<file path="config.mk">
export PLATFORM = sky130hd
export DESIGN_NAME = hart_mem_arbiter
export DESIGN_NICKNAME = d
export VERILOG_FILES = /design/src/rtl/hart_mem_pkg.sv /design/src/rtl/hart_mem_arbiter_rr_arb2.sv /design/src/rtl/hart_mem_arbiter.sv
export SDC_FILE = /design/constraint.sdc
export NUM_CORES = 1
export LEC_CHECK = 0
export BUFFER_PORTS_ARGS = -buffer_cell sky130_fd_sc_hd__buf_2
export CAP_MARGIN = 0
export CORE_MARGIN = 5
export CORE_UTILIZATION = 45
export CTS_CLUSTER_DIAMETER = 100
export DETAILED_ROUTE_END_ITERATION = 7
export GPL_TIMING_DRIVEN = 0
export PLACE_DENSITY = 0.8
export SLEW_MARGIN = 20
export SYNTH_ARGS = -nofsm -noshare
export SYNTH_HDL_FRONTEND = slang
export SYNTH_HIERARCHICAL = 1
export SYNTH_SLANG_ARGS = --single-unit
</file>
<file path="constraint.sdc">
create_clock -name clk -period 2.42 [get_ports clk]
set_input_delay 0.121 -clock clk [delete_from_list [all_inputs] [get_ports clk]]
set_output_delay 0.121 -clock clk [all_outputs]
set_load 0.03 [all_outputs]
</file>
<file path="src/rtl/hart_mem_pkg.sv">
// Shared types and default widths for the hart memory arbiter.
package hart_mem_pkg;
  localparam int DEF_ADDR_W = 32;
  localparam int DEF_DATA_W = 32;

  typedef enum logic [1:0] {IDLE, ISSUE, WAIT} state_e;
  typedef enum logic       {OWN_I, OWN_D}      owner_e;
endpackage

</file>
<file path="src/rtl/hart_mem_arbiter_rr_arb2.sv">
// Two-way round-robin arbiter: bit 0 = I, bit 1 = D, one-hot grant.
module rr_arb2
  import hart_mem_pkg::*;
(
  input  logic       clk,
  input  logic       rst_n,
  input  logic [1:0] req,
  input  logic       update,
  output logic [1:0] gnt
);
  owner_e last_grant;

  always_comb begin
    gnt = 2'b00;
    case (req)
      2'b01:   gnt = 2'b01;
      2'b10:   gnt = 2'b10;
      // on a tie, favour whoever did not win last time
      2'b11:   gnt = (last_grant == OWN_D) ? 2'b01 : 2'b10;
      default: gnt = 2'b00;
    endcase
  end

  always_ff @(posedge clk or negedge rst_n) begin
    if (!rst_n)
      last_grant <= OWN_D;
    else if (update && (gnt != 2'b00))
      last_grant <= gnt[1] ? OWN_D : OWN_I;
  end
endmodule

</file>
<file path="src/rtl/hart_mem_arbiter.sv">
// Shares one memory port between the hart's I and D buses, one transaction
// in flight at a time; responses are routed back to the owning requester.
module hart_mem_arbiter
  import hart_mem_pkg::*;
#(
  parameter int ADDR_W = DEF_ADDR_W,
  parameter int DATA_W = DEF_DATA_W
) (
  input  logic                clk,
  input  logic                rst_n,
  input  logic                i_req_valid,
  output logic                i_req_ready,
  input  logic [ADDR_W-1:0]   i_addr,
  input  logic [DATA_W/8-1:0] i_wmask,
  input  logic [DATA_W-1:0]   i_wdata,
  output logic                i_rsp_valid,
  output logic [DATA_W-1:0]   i_rdata,
  input  logic                d_req_valid,
  output logic                d_req_ready,
  input  logic [ADDR_W-1:0]   d_addr,
  input  logic [DATA_W/8-1:0] d_wmask,
  input  logic [DATA_W-1:0]   d_wdata,
  output logic                d_rsp_valid,
  output logic [DATA_W-1:0]   d_rdata,
  output logic                mem_valid,
  input  logic                mem_ready,
  output logic [ADDR_W-1:0]   mem_addr,
  output logic [DATA_W/8-1:0] mem_wmask,
  output logic [DATA_W-1:0]   mem_wdata,
  input  logic                mem_rvalid,
  input  logic [DATA_W-1:0]   mem_rdata,
  output logic                proto_err
);
  typedef struct packed {
    logic [ADDR_W-1:0]   addr;
    logic [DATA_W/8-1:0] wmask;
    logic [DATA_W-1:0]   wdata;
  } req_t;

  state_e     state;
  owner_e     owner;
  req_t       cap, sel;
  logic [1:0] gnt;
  logic       accept;

  assign accept = (state == IDLE) && (i_req_valid || d_req_valid);

  rr_arb2 u_arb (
    .clk    (clk),
    .rst_n  (rst_n),
    .req    ({d_req_valid, i_req_valid}),
    .update (accept),
    .gnt    (gnt)
  );

  assign i_req_ready = accept && gnt[0];
  assign d_req_ready = accept && gnt[1];

  always_comb begin
    if (gnt[1]) sel = '{addr: d_addr, wmask: d_wmask, wdata: d_wdata};
    else        sel = '{addr: i_addr, wmask: i_wmask, wdata: i_wdata};
  end

  assign mem_valid = (state == ISSUE);
  assign mem_addr  = cap.addr;
  assign mem_wmask = cap.wmask;
  assign mem_wdata = cap.wdata;

  always_ff @(posedge clk or negedge rst_n) begin
    if (!rst_n) begin
      state       <= IDLE;
      owner       <= OWN_I;
      cap         <= '0;
      i_rsp_valid <= 1'b0;
      d_rsp_valid <= 1'b0;
      i_rdata     <= '0;
      d_rdata     <= '0;
      proto_err   <= 1'b0;
    end else begin
      i_rsp_valid <= 1'b0;
      d_rsp_valid <= 1'b0;
      // a response strobe is only legal once the request has been accepted
      if (mem_rvalid && (state != WAIT)) proto_err <= 1'b1;
      case (state)
        IDLE: if (accept) begin
          cap   <= sel;
          owner <= gnt[1] ? OWN_D : OWN_I;
          state <= ISSUE;
        end
        ISSUE: if (mem_ready) state <= WAIT;
        WAIT: if (mem_rvalid) begin
          if (owner == OWN_D) begin
            d_rsp_valid <= 1'b1;
            d_rdata     <= mem_rdata;
          end else begin
            i_rsp_valid <= 1'b1;
            i_rdata     <= mem_rdata;
          end
          state <= IDLE;
        end
        default: state <= IDLE;
      endcase
    end
  end
endmodule

</file>
# Word level (Yosys, flattened, before mapping)
# Cells that the tools add are included.
classes:
  reduce_logical: 12
  bitwise: 1
  n_eq_ne: 9
  mux: 14
op_table:
  columns: ["op", "count"]
  rows:
  - ["$mux 68", 1]
  - ["$pmux 2 s3", 2]
  - ["$reduce_and 3->1", 3]
  - ["$mux 2", 4]
  - ["$mux 1", 7]
  - ["$eq 2x2->1 const B", 3]
  - ["$ne 2x2->1 const B", 3]
  - ["$logic_and 1x1->1", 5]
  - ["$eq 2x1->1 const B", 2]
  - ["$logic_not 2->1", 1]
  - ["$ne 2x1->1 const B", 1]
  - ["$reduce_and 2->1", 1]
  - ["$reduce_bool 2->1", 1]
  - ["$logic_or 1x1->1", 1]
  - ["$not 1->1", 1]
totals:
  register_bits: 139

# Logic depth before layout (Yosys ltp)
logic_depth:
  word_depth: 4
  ltp_mapped: 5

# Hierarchy
# The synthesis kept the hierarchy.
modules_own_cells:
  columns: ["mod", "n_inst", "seq_area_each_um2", "cells_per_inst", "area_per_inst_um2"]
  rows:
  - ["hart_mem_arbiter", 1, 3453.3, 373, 5939.4]
  - ["rr_arb2", 1, 26.3, 6, 56.3]

# Least setup slack after synthesis
# No wires, ideal clock.
synth_timing:
  path_type: "reg2reg"
  startpoint: "register u_arb.last_grant"
  endpoint: "register cap, in the netlist mem_addr[0]"
  t_arrival_ns: 1.606
  synth_period_minus_slack_ns: 1.730
  stages_incl_launch_ff: 6
  setup_time_ns: 0.125
  path_slack_ns: 0.690
  path_buffers: 2
  path_cell_list: "dfstp_2 > a21boi_0 > buf_2 > clkbuf_1 > mux2_2 > mux2_2"
synth_via:
  elab_chain_cells: 3
synth_lines:
  columns: ["item", "line", "rtl"]
  rows:
  - ["from (decl)", "hart_mem_arbiter_rr_arb2.sv:11", "owner_e last_grant;"]
  - ["from (signal assigned)", "hart_mem_arbiter_rr_arb2.sv:28", "last_grant <= gnt[1] ? OWN_D : OWN_I;"]
  - ["$mux 2", "hart_mem_arbiter_rr_arb2.sv:19", "2'b11: gnt = (last_grant == OWN_D) ? 2'b01 : 2'b10;"]
  - ["$pmux 2 s3", "hart_mem_arbiter_rr_arb2.sv:15", "case (req)"]
  - ["named net gnt[1]", "hart_mem_arbiter.sv:43", "logic [1:0] gnt;"]
  - ["$mux 68", "hart_mem_arbiter.sv:60", "if (gnt[1]) sel = '{addr: d_addr, wmask: d_wmask, wdata: d_wdata};"]
  - ["to (signal assigned)", "hart_mem_arbiter.sv:86", "cap <= sel;"]
  - ["to (decl)", "hart_mem_arbiter.sv:42", "req_t cap, sel;"]
# The timed path passes the listed nets, and every way through them passes these cells.
# A chain may end at the register's enable or synchronous reset.

# Final worst setup path
layout_timing:
  startpoint: "register u_arb.last_grant"
  endpoint: "output port d_req_ready"
layout_via:
  elab_chain_cells: 3
layout_lines:
  columns: ["item", "line", "rtl"]
  rows:
  - ["$mux 2", "hart_mem_arbiter_rr_arb2.sv:19", null]
  - ["$pmux 2 s3", "hart_mem_arbiter_rr_arb2.sv:15", null]
  - ["named net gnt[1]", "hart_mem_arbiter.sv:43", null]
  - ["$logic_and 1x1->1", "hart_mem_arbiter.sv:57", "assign d_req_ready = accept && gnt[1];"]
  - ["to (decl)", "hart_mem_arbiter.sv:19", "output logic d_req_ready,"]
# The timed path passes the listed nets, and every way through them passes these cells.

==> run_results.csv <==
group,metric,value,unit
floorplanning,io_pins,312,
detailed_routing,via_per_inst,4.93,
min_path,worstHoldStart,"d_addr[12]",
detailed_routing,wire_per_inst,19.1,microns
detailed_routing,drc,0,
sta,finalHoldViolCount,0,
clock_tree,cts-resized-gates,0,
grt,grt_max_degree,78,
critical_path,path_class,"flip-flop to primary output",
synthesis,ys.flop_type,"dfrtp_1",
synthesis,async_flop_share,100,%
synthesis,synth_area_leaders,"dfrtp_1, mux2_2, buf_2, buf_6, dfstp_2",
clock_tree,cts_buffer_depth,2,
critical_path,arrival,2.11,ns
grt,grt-ovfl-total,0,
power_and_ir_drop,leakagePower,4.34,nW
sta,setup_slack,0.184,ns
clock_tree,numClockSinks,139,
power_and_ir_drop,pwr-share-seq,31.9,%
critical_path,r2r-start,"state[1]$_DFFE_PN0P_",
sta,finalMaxSlewViolations,0,
clock_tree,cts.htree.levels,4,
critical_path,cp-end-kind,"primary output",
synthesis,synth_edf_count,0,
synthesis,synth_cell_types,21,
synthesis,syn_area,6000,sq um
run,cap_viol_max_count,0,
grt,grt_usage,23.1,%
synthesis,avgSynthCellArea,15.8,sq um
floorplanning,dieArea,15700,sq um
detailed_routing,initialDrtViolationCount,130,
min_path,min_to,"mem_addr[12]$_DFFE_PN0P_",
floorplanning,core_area,13100,sq um
sta,finClkSkew,0.00747,ns
power_and_ir_drop,combPwrFrac,47.5,%
synthesis,ys_top_cells_by_count,"mux2_2, dfrtp_1, buf_2",
placed_design,place.gp.congestion,0.905,
grt,first_global_vias,5297,
synthesis,synth_seq_area_share,58.0,%
critical_path,reg2reg_depth,5,
placed_design,io_buffers,311,
clock_tree,clock_latency,0.42,ns
power_and_ir_drop,switching_power,5.36,mW
synthesis,synth_seq_cells,139,
floorplanning,rows,42,
grt,grt_pass1_wl,28500,microns
clock_tree,clockRootBuffer,"clkbuf_16",
min_path,hold_depth,3,
synthesis,synth_top_cell_by_area,"dfrtp_1",
placed_design,dp_cells,867,
layout,drive_above_1_share,73.6,%
detailed_routing,vias,4622,
power_and_ir_drop,clkPwrFrac,20.5,%
layout,nets,922,
min_path,hold_class,"primary input to flip-flop",
synthesis,yosysMostFrequentCell,"mux2_2",
layout,post-route-cell-area,8800,sq um
sta,max_slew_margin,56.3,%
floorplanning,die_width,125,microns
placed_design,place_ws,0.307,ns
clock_tree,clk_pin_slew_worst_paths,0.06,ns
grt,antenna_found_initial,1,
floorplanning,die_h,125,microns
power_and_ir_drop,p_per_area,1470,nW/um^2
run_status,outcome,"finished, final reports clean",
critical_path,path_max_fanout,10,
detailed_routing,ant_nets,0,
critical_path,r2r-end,"u_arb/last_grant$_DFFE_PN1P_",
floorplanning,start_util,45.6,%
layout,syn_to_final_growth,46.7,%
power_and_ir_drop,p_int,7.53,mW
critical_path,r2r_setup_slack,0.30,ns
sta,grt_setup_unrepaired,"false",
clock_tree,cts_tree,"yes",
sta,fmax,447,MHz
sta,finalSetupViolCount,0,
critical_path,worst-endpoint-required,2.30,ns
critical_path,start_kind,"flip-flop",
layout,stdcell_count,937,
placed_design,dpl_cell_area,7810,sq um
synthesis,yosys_warnings,6,
sta,worst_pin_slew,0.656,ns
sta,period_needed,2.24,ns
detailed_routing,drt_pass1_iterations,4,
synthesis,syn_nets,553,
detailed_routing,drt-total-wl,17900,microns
sta,finalCritPeriodShare,92.4,%
clock_tree,cts_buffers,17,
layout,utilization,67.0,%
synthesis,syn_inst,379,
synthesis,synthDominantCellAreaShare,57.6,%
power_and_ir_drop,ir_drop,0.895,mV
placed_design,hpwlAfterDp,13200,microns
power_and_ir_drop,swShare,41.6,%
power groups by stage:
stage	sequential (mW)	combinational, mW	clock, mW
CTS	4.09	6.17	2.69
detailed placement	4.11	6.08	0
global route	4.25	6.47	2.80
finish	4.12	6.13	2.64
floorplan	6.27	1.94	0
global placement	4.03	5.96	0
layout by cell type (no fill, tap or decap), drive strengths merged, types with 2 or more instances in the layout:
master / instances
inv: 3
a21o: 2
dfrtp: 138
dlygate4sd3: 38
clkinv: 3
bufinv: 3
buf: 327
and2: 2
clkbuf: 30
a21boi: 2
mux2: 201
kinds of logic (layout without fill, tap and decap cells):
group | count (synthesis) | count (layout) | synth area share [%]
buffers and inverters | 24 | 405 | 2.13
and+or+nand+nor | 8 | 8 | 1.25
muxes | 201 | 201 | 37.8
other | 0 | 1 | 0
DFF | 139 | 139 | 58.0
AOI/OAI and AO/OA | 7 | 7 | 0.835
cell type report:
cell class | instances | area [sq um]
Buffer | 21 | 116
Inverter | 3 | 11.3
Clock buffer | 24 | 492
Multi-Input combinational cell | 216 | 2390
Sequential cell | 139 | 3480
Clock inverter | 7 | 113
Timing Repair Buffer | 350 | 1970
Tap cell | 176 | 220
Antenna cell | 1 | 2.50
Fill cell | 961 | 4340
worst max-delay path, cell delays in order, from the launching register on:
cell and delay, ns:
dfstp_2 0.38, a21boi_0 0.14, buf_2 0.24, clkbuf_1 0.53, and2_1 0.21, buf_2 0.19
what timing repair did:
item,CTS,global route
hold buffers,38,0
hold endpoints to repair,130,0
buffers inserted,0,0
stage by stage:
stage / TNS, ns / power [mW] / hold WS, ns
5_1_grt: 0 / 13.5 / 0.0570
3_3_place_gp: -74.04 / 10.0 / 0.307
3_5_place_dp: 0 / 10.2 / 0.0960
4_1_cts: 0 / 12.9 / 0.0470
2_1_floorplan: 0 / 8.21 / -0.175
6_report: 0 / 12.9 / 0.0646
layer usage:
layer  global-route usage, %  up-vias  share of wire, %
li1                        -     2093                 -
met1                    24.3     2286                35
met2                    41.7      209                53
met3                    8.36       34               8.7
met4                    9.63        0               2.6
met5                       0        -                 0
how the worst max path moves through the flow:
| stage | slack [ns] | from | endpoint |
|---|---|---|---|
| 2_1_floorplan | 0.69 | u_arb/last_grant$_DFFE_PN1P_ | mem_addr[0]$_DFFE_PN0P_ |
| 3_3_place_gp | -0.55 | rst_n | mem_wdata[10]$_DFFE_PN0P_ |
| 3_5_place_dp | 0.31 | u_arb/last_grant$_DFFE_PN1P_ | mem_addr[26]$_DFFE_PN0P_ |
| 4_1_cts | 0.14 | u_arb/last_grant$_DFFE_PN1P_ | d_req_ready |
| 5_1_grt | 0.06 | u_arb/last_grant$_DFFE_PN1P_ | d_req_ready |
| 6_report | 0.18 | u_arb/last_grant$_DFFE_PN1P_ | d_req_ready |
flip-flops by register name (all words and copies together), names as in the netlist:
signal            flops
d_rdata              32
mem_addr             32
d_rsp_valid           1
u_arb/last_grant      1
owner                 1
proto_err             1
i_rsp_valid           1
state                 2
mem_wmask             4
mem_wdata            32
i_rdata              32
No activity file was read; power rests on OpenSTA's default activity.
